===== config.mk =====
export PLATFORM = sky130hd
export DESIGN_NAME = anim_sprite_src
export DESIGN_NICKNAME = d
export VERILOG_FILES = /design/src/rtl/sprite_pkg.sv /design/src/rtl/sprite_ram_lut.sv /design/src/rtl/anim_sprite_src.sv
export SDC_FILE = /design/constraint.sdc
export NUM_CORES = 2
export LEC_CHECK = 0
export ABC_CLOCK_PERIOD_IN_PS = 3800
export CAP_MARGIN = 20
export CORE_ASPECT_RATIO = 0.7
export CORE_MARGIN = 2
export CORE_UTILIZATION = 55
export DETAILED_ROUTE_END_ITERATION = 7
export PLACE_DENSITY = 0.8
export RECOVER_POWER = 50
export SETUP_SLACK_MARGIN = 0.15
export SLEW_MARGIN = 15
export SYNTH_ARGS = -nofsm -noshare
export SYNTH_HDL_FRONTEND = slang
export SYNTH_SLANG_ARGS = --single-unit

===== constraint.sdc =====
create_clock -name i_clk -period 3.8 [get_ports i_clk]
set_input_delay 0.76 -clock i_clk [delete_from_list [all_inputs] [get_ports i_clk]]
set_output_delay 0.76 -clock i_clk [all_outputs]
set_load 0.01 [all_outputs]

===== src/rtl/sprite_pkg.sv =====
// Shared definitions for the animated palette sprite source: animation modes,
// control-word field layout and power-on palette contents.
package sprite_pkg;

    typedef enum logic [1:0] {
        STATIC  = 2'd0,
        LOOP    = 2'd1,
        ONESHOT = 2'd2,
        BLINK   = 2'd3
    } mode_e;

    // Control word is {rate, mode, frame_sel}; offsets below sit above frame_sel.
    localparam int MODE_W       = 2;
    localparam int RATE_W       = 8;
    localparam int CTRL_FIXED_W = MODE_W + RATE_W;
    localparam int MODE_OFS     = 0;
    localparam int RATE_OFS     = MODE_W;

    localparam logic [11:0] PAL_DEF_1 = 12'h100;
    localparam logic [11:0] PAL_DEF_2 = 12'hFF0;
    localparam logic [11:0] PAL_DEF_3 = 12'hFFF;

endpackage


===== src/rtl/sprite_ram_lut.sv =====
// Simple dual-port bitmap RAM: synchronous write, registered read.
// A read of the address being written returns the previous contents.
module sprite_ram_lut #(
    parameter int ADDR_WIDTH = 10,
    parameter int DATA_WIDTH = 2
) (
    input  logic                  i_clk,
    input  logic                  i_we,
    input  logic [ADDR_WIDTH-1:0] i_addr_w,
    input  logic [DATA_WIDTH-1:0] i_data_w,
    input  logic [ADDR_WIDTH-1:0] i_addr_r,
    output logic [DATA_WIDTH-1:0] o_data_r
);

    logic [DATA_WIDTH-1:0] r_mem [2**ADDR_WIDTH];

    always_ff @(posedge i_clk) begin
        if (i_we) begin
            r_mem[i_addr_w] <= i_data_w;
        end
        o_data_r <= r_mem[i_addr_r];
    end

endmodule


===== src/rtl/anim_sprite_src.sv =====
// Animated 2-bit palette sprite source: frame animation, blinking and manual
// frame selection stepped by the per-video-frame tick; 2-cycle pixel latency.
module anim_sprite_src
    import sprite_pkg::*;
#(
    parameter int            CD        = 12,
    parameter int            H_BITS    = 4,
    parameter int            V_BITS    = 4,
    parameter int            F_BITS    = 2,
    parameter logic [CD-1:0] KEY_COLOR = '0
) (
    input  logic                             i_clk,
    input  logic                             i_reset,
    input  logic [10:0]                      i_x,
    input  logic [10:0]                      i_y,
    input  logic [10:0]                      i_x0,
    input  logic [10:0]                      i_y0,
    input  logic                             i_frame_tick,
    input  logic                             i_we,
    input  logic [F_BITS+V_BITS+H_BITS-1:0]  i_addr_w,
    input  logic [1:0]                       i_pixel_in,
    input  logic                             i_pal_we,
    input  logic [1:0]                       i_pal_idx,
    input  logic [CD-1:0]                    i_pal_rgb,
    input  logic                             i_ctrl_we,
    input  logic [F_BITS+CTRL_FIXED_W-1:0]   i_ctrl,
    output logic [CD-1:0]                    o_sprite_rgb,
    output logic                             o_anim_done
);

    localparam int                AW         = F_BITS + V_BITS + H_BITS;
    localparam logic [F_BITS-1:0] LAST_FRAME = '1;

    logic [F_BITS+CTRL_FIXED_W-1:0] r_ctrl;
    logic [F_BITS-1:0]              r_cur_frame;
    logic [RATE_W-1:0]              r_tick_cnt;
    logic                           r_visible;
    logic                           r_anim_done;
    logic [CD-1:0]                  r_pal [4];
    logic                           r_region_d1;
    logic                           r_visible_d1;

    logic [F_BITS-1:0]              w_frame_sel;
    logic [F_BITS-1:0]              w_next_frame;
    mode_e                          w_mode;
    logic [RATE_W-1:0]              w_rate;
    logic [11:0]                    w_xr;
    logic [11:0]                    w_yr;
    logic                           w_in_region;
    logic [AW-1:0]                  w_addr_r;
    logic [1:0]                     w_code;

    assign w_frame_sel = r_ctrl[F_BITS-1:0];
    assign w_mode      = mode_e'(r_ctrl[F_BITS+MODE_OFS +: MODE_W]);
    assign w_rate      = r_ctrl[F_BITS+RATE_OFS +: RATE_W];

    // One-shot parks on the last frame; loop wraps naturally.
    assign w_next_frame = (w_mode == ONESHOT && r_cur_frame == LAST_FRAME)
                        ? r_cur_frame : r_cur_frame + F_BITS'(1);

    always_ff @(posedge i_clk) begin
        if (i_reset) begin
            r_ctrl      <= '0;
            r_cur_frame <= '0;
            r_tick_cnt  <= '0;
            r_visible   <= 1'b1;
            r_anim_done <= 1'b0;
        end else if (i_ctrl_we) begin
            r_ctrl      <= i_ctrl;
            r_cur_frame <= i_ctrl[F_BITS-1:0];
            r_tick_cnt  <= '0;
            r_visible   <= 1'b1;
            r_anim_done <= 1'b0;
        end else if (i_frame_tick) begin
            if (r_tick_cnt == w_rate) begin
                r_tick_cnt <= '0;
                case (w_mode)
                    LOOP:    r_cur_frame <= w_next_frame;
                    ONESHOT: begin
                        r_cur_frame <= w_next_frame;
                        if (w_next_frame == LAST_FRAME) r_anim_done <= 1'b1;
                    end
                    BLINK:   r_visible <= ~r_visible;
                    default: r_cur_frame <= w_frame_sel;
                endcase
            end else begin
                r_tick_cnt <= r_tick_cnt + RATE_W'(1);
            end
        end
    end

    // Entry 0 stays at KEY_COLOR so code 0 decodes transparent without a special case.
    always_ff @(posedge i_clk) begin
        if (i_reset) begin
            r_pal[0] <= KEY_COLOR;
            r_pal[1] <= CD'(PAL_DEF_1);
            r_pal[2] <= CD'(PAL_DEF_2);
            r_pal[3] <= CD'(PAL_DEF_3);
        end else if (i_pal_we && i_pal_idx != 2'd0) begin
            r_pal[i_pal_idx] <= i_pal_rgb;
        end
    end

    assign w_xr        = {1'b0, i_x} - {1'b0, i_x0};
    assign w_yr        = {1'b0, i_y} - {1'b0, i_y0};
    assign w_in_region = (w_xr[11:H_BITS] == '0) && (w_yr[11:V_BITS] == '0);
    assign w_addr_r    = {r_cur_frame, w_yr[V_BITS-1:0], w_xr[H_BITS-1:0]};

    sprite_ram_lut #(
        .ADDR_WIDTH (AW),
        .DATA_WIDTH (2)
    ) u_ram (
        .i_clk    (i_clk),
        .i_we     (i_we && !i_reset),
        .i_addr_w (i_addr_w),
        .i_data_w (i_pixel_in),
        .i_addr_r (w_addr_r),
        .o_data_r (w_code)
    );

    always_ff @(posedge i_clk) begin
        if (i_reset) begin
            r_region_d1  <= 1'b0;
            r_visible_d1 <= 1'b0;
            o_sprite_rgb <= KEY_COLOR;
        end else begin
            r_region_d1  <= w_in_region;
            r_visible_d1 <= r_visible;
            o_sprite_rgb <= (r_region_d1 && r_visible_d1) ? r_pal[w_code] : KEY_COLOR;
        end
    end

    assign o_anim_done = r_anim_done;

endmodule


==> impl_summary.log <==
[metrics] logic depth of the worst register-to-register path: 9
[metrics] largest cells by area after synthesis: sky130_fd_sc_hd__edfxtp_1, sky130_fd_sc_hd__mux4_2, sky130_fd_sc_hd__nor2_1
[metrics] Die ar.: 163,000 sq um
[metrics] setup_tns: -158 ps
[metrics] area of placed instances: 94,800 sq um
[metrics] relative slew slack: -0.498
[metrics] setup repair after global routing missed its margin: yes
[metrics] max frequency: 255 MHz
[metrics] element type at the critical path end: flip-flop
[metrics] failing checks: capacitance limit, slew limit, setup timing
[metrics] DR WL/cell: 30.8 um
[metrics] DRT iter0 DRCs: 8,851
[metrics] Worst Path Buf+Inv: 4
[metrics] number of buffers inserted during clock tree synthesis: 184
[metrics] Period Utilization, post-route: 1.03
[metrics] final hold violations: 0
[metrics] number of unique standard cell types used by synthesis: 71
[metrics] starting density of the core: 0.556
[metrics] final std cell area, no fill: 101,000 sq um
[metrics] remaining global-route overflow: 0
[metrics] flip-flop and latch count after synthesis: 2,136
[metrics] power per cell area: 508 nW/um^2
[metrics] area leader, netlist: sky130_fd_sc_hd__edfxtp_1
[metrics] Worst-Margin Slew: 2250 ps
[metrics] Setup WS post-layout: -122 ps
[metrics] CTS clk-pin slew, worst paths: 60 ps
[metrics] worst path arrival time: 4650 ps
[metrics] hold worst-path end: r_ctrl[1]
[metrics] adder and majority cell fraction of the synthesized area: 0.00415
[metrics] top flip-flop cell by instance count after synthesis: sky130_fd_sc_hd__edfxtp_1
[metrics] Min-Delay Path Class: flip-flop to flip-flop
[metrics] Mapped Cells: 5,240
[metrics] R2R setup slack: 770 ps
[metrics] max_cap viols: 9
[metrics] drt first pass iters: 6
[metrics] layout overhead on the synthesized area: 14.8%
[metrics] TritonCTS clock tree: yes
[metrics] Vias: 52.6k
[metrics] post-synthesis average cell area: 16.8 sq um
[metrics] Critical Path Most Common Cell: sky130_fd_sc_hd__buf_4
[metrics] top cell types by occurrence after synthesis: sky130_fd_sc_hd__edfxtp_1, sky130_fd_sc_hd__nor2_1, sky130_fd_sc_hd__mux4_2
[metrics] share of cell area taken by muxes after synthesis: 0.148
[metrics] CP required: 4530 ps
[metrics] synthesized area: 88,000 sq um
[metrics] fraction of synthesized cell area taken by the top area cell type: 0.715
[metrics] Critical Path, Cell by Cell: clkdlybuf4s50_1, inv_1, ha_2, fa_2, buf_4, buf_4, nor2_1, a22o_1, o31ai_1, or4_4, o31a_1, a211o_1
[metrics] total core area: 158,000 sq um
[metrics] first-pass GRT wire length: 351 mm
[metrics] number of vias per cell: 6.65
[metrics] Hold Path Origin: r_ctrl[1]
[metrics] number of antenna violations at the first check in global routing: 9
[metrics] Die Y: 339 um
[metrics] Worst Clk Skew: 42.0 ps
[metrics] root buffer cell: sky130_fd_sc_hd__clkbuf_16
[metrics] remaining design rule violation count: 0
[metrics] VDD IR max: 0.000508 V
[metrics] pin count of the biggest net entering global routing: 178
[metrics] endpoint of the worst register-to-register path: u_ram.o_data_r[0]
[metrics] post-route minimum period: 3920 ps
[metrics] synthesized-area fraction occupied by xor and xnor cells: 0.00247
[metrics] startpoint kind of the worst setup timing path: primary input
[metrics] library cell with the highest instance count after synthesis: sky130_fd_sc_hd__edfxtp_1
[metrics] number of global-route vias before repair: 52.0k
[metrics] Detail Placement HPWL: 149 mm
[metrics] H-Tree Level Count: 4
[metrics] Worst path slowest cell: sky130_fd_sc_hd__nor2_1
[metrics] worst hold margin: 482 ps
[metrics] startpoint-to-endpoint class of the critical path: primary input to flip-flop
[metrics] fillcell total: 10.2k
[metrics] largest family of logic cells by synthesized area: multiplexers
[metrics] fraction of layout cells with a size suffix above 1: 0.245
[metrics] GRT Total Usage: 0.297
[metrics] Leakage: 32.0 nW
[metrics] total setup violations reported at the end of the flow: 2
[metrics] Post-synth ARST share: 0
[metrics] Std-Cell Rows: 122
[metrics] Seq/Total Area, Yosys: 0.724
[metrics] Syn. warnings: 0
[metrics] delay-heaviest family, CP: simple AND/OR/NAND/NOR gates
[metrics] input/output buffers: 100
[metrics] Synth Area in Compound Gates: 0.0167
[metrics] sink count of the clock tree: 2,136
[metrics] number of flops mapped to enable cells by yosys: 2,096
[metrics] crit path max fanout: 13
[metrics] final slew viol count: 665
[metrics] hold path cells: 2
[metrics] Final #Nets: 5,769
[metrics] routability-driven placement congestion ratio: 0.894
[metrics] antenna-violating nets left: 0
[metrics] die width: 482 um
[metrics] Setup WS pre-CTS: -1580 ps
[metrics] total wirelength of the detailed-routed design: 243 mm
[metrics] insertion delay of the later-clocked pin in the worst-skew pair: 850 ps
[metrics] status: complete, but fails checks
[metrics] CTS hold repair buffers: 0
[metrics] maximum root-to-sink buffer count: 3
[metrics] CP peak stage delay: 790 ps
[metrics] post-synthesis simple-gate area fraction: 0.0828
[metrics] startpoint of the worst-slack reg-to-reg timing path: u_ram.r_mem[812][0]
[metrics] number of ports placed on the die boundary: 101
[tightest hold or removal path, stage by stage, from the launching register on]
cell and delay (ps):
sky130_fd_sc_hd__dfxtp_1 310, sky130_fd_sc_hd__nand2b_1 60, sky130_fd_sc_hd__a21oi_1 60
[flip-flops by register name, indices dropped and copies added, names as in the netlist]
| register | flops |
|---|---|
| u_ram.r_mem | 2048 |
| r_pal | 48 |
| o_sprite_rgb | 12 |
| r_ctrl | 12 |
| r_tick_cnt | 8 |
| r_cur_frame | 2 |
| u_ram.o_data_r | 2 |
| o_anim_done | 1 |
| r_region_d1 | 1 |
| r_visible | 1 |
| r_visible_d1 | 1 |
[how the worst max path moves through the flow]
| stage | start | to | slack [ps] | depth (start not counted) |
|---|---|---|---|---|
| 3_3_place_gp | i_x[0] | u_ram.o_data_r[1] | -1530 | 16 |
| 2_1_floorplan | i_x[0] | u_ram.o_data_r[1] | 130 | 12 |
| 3_5_place_dp | i_x[0] | u_ram.o_data_r[1] | -1580 | 17 |
| 5_1_grt | i_y[0] | u_ram.o_data_r[0] | -40 | 12 |
| 4_1_cts | i_x[0] | u_ram.o_data_r[0] | 9 | 15 |
| 6_report | i_y[0] | u_ram.o_data_r[0] | -120 | 12 |
[per-layer routing]
layer	GRT usage	part of all wire
met5	0	0.00050
met4	0.0996	0.039
met3	0.102	0.17
met2	0.432	0.45
met1	0.423	0.35
[per-stage QoR]
step                      utilization  total power, mW  std cells
after CTS                       0.638             51.1       7908
after floorplan                     -             29.8       5251
after global placement          0.598             32.4       7562
after global routing            0.638             52.5       7914
after detailed placement        0.598             32.6       7562
final                           0.638             51.3       7914
[repair_timing]
| item | in CTS | in global routing |
|---|---|---|
| cloned | 1 | 0 |
| pin swaps | 13 | 9 |
| gates resized for setup | 59 | 39 |
| setup buffers | 7 | 5 |
| endpoints found under the setup margin | 2 | 2 |
| hold endpoints to repair | 0 | 0 |
[cells by family after synthesis]
kind of cell / after synthesis
compound gates: 215
xor+xnor: 24
fa+ha+maj: 28
buf+inv: 439
flops: 2136
mux: 618
other cells: 1
simple gates: 1779
[power by group]
| part | total (mW) | switching (mW) | internal, mW |
|---|---|---|---|
| Combinational | 6.39 | 3.57 | 2.82 |
| Clock | 18.9 | 8.64 | 10.2 |
| Sequential | 26.0 | 0.109 | 25.9 |
| Total | 51.3 | 12.3 | 39.0 |
[cells in the final DEF (no fill, tap or decap), types with 16 or more instances in the layout]
cell type,netlist,routed
sky130_fd_sc_hd__clkbuf_16,0,187
sky130_fd_sc_hd__nand3_2,0,27
sky130_fd_sc_hd__mux2i_1,73,73
sky130_fd_sc_hd__nand3_1,120,93
sky130_fd_sc_hd__and2_1,21,20
sky130_fd_sc_hd__mux4_2,545,545
sky130_fd_sc_hd__clkbuf_2,0,17
sky130_fd_sc_hd__a31oi_1,18,18
sky130_fd_sc_hd__o21ai_0,25,23
sky130_fd_sc_hd__a21oi_1,58,55
sky130_fd_sc_hd__clkdlybuf4s50_1,0,92
sky130_fd_sc_hd__nand2_1,416,405
sky130_fd_sc_hd__inv_1,36,34
sky130_fd_sc_hd__nor3_1,19,16
sky130_fd_sc_hd__clkinv_1,1,48
sky130_fd_sc_hd__nor2b_1,20,19
sky130_fd_sc_hd__buf_4,38,412
sky130_fd_sc_hd__ha_1,26,24
sky130_fd_sc_hd__buf_12,0,62
sky130_fd_sc_hd__clkinv_2,0,31
sky130_fd_sc_hd__nor2_1,1076,1074
sky130_fd_sc_hd__nand4_1,19,19
sky130_fd_sc_hd__clkbuf_1,242,47
sky130_fd_sc_hd__edfxtp_1,2096,2096
sky130_fd_sc_hd__bufinv_16,0,16
sky130_fd_sc_hd__dfxtp_1,40,40
[area by class of cell]
| cell class | instances | area [sq um] | share of cell area |
|---|---|---|---|
| multi-input combinational | 2676 | 22900 | 0.227 |
| clock buffer | 227 | 4880 | 0.0483 |
| antenna | 1 | 2.50 | 0.0000248 |
| inverter | 37 | 141 | 0.00140 |
| sequential | 2136 | 63700 | 0.631 |
| timing repair buffer | 618 | 5670 | 0.0561 |
| clock inverter | 111 | 1050 | 0.0104 |
| tap | 2108 | 2640 | 0.0261 |
(Power assumes the default switching activity.)
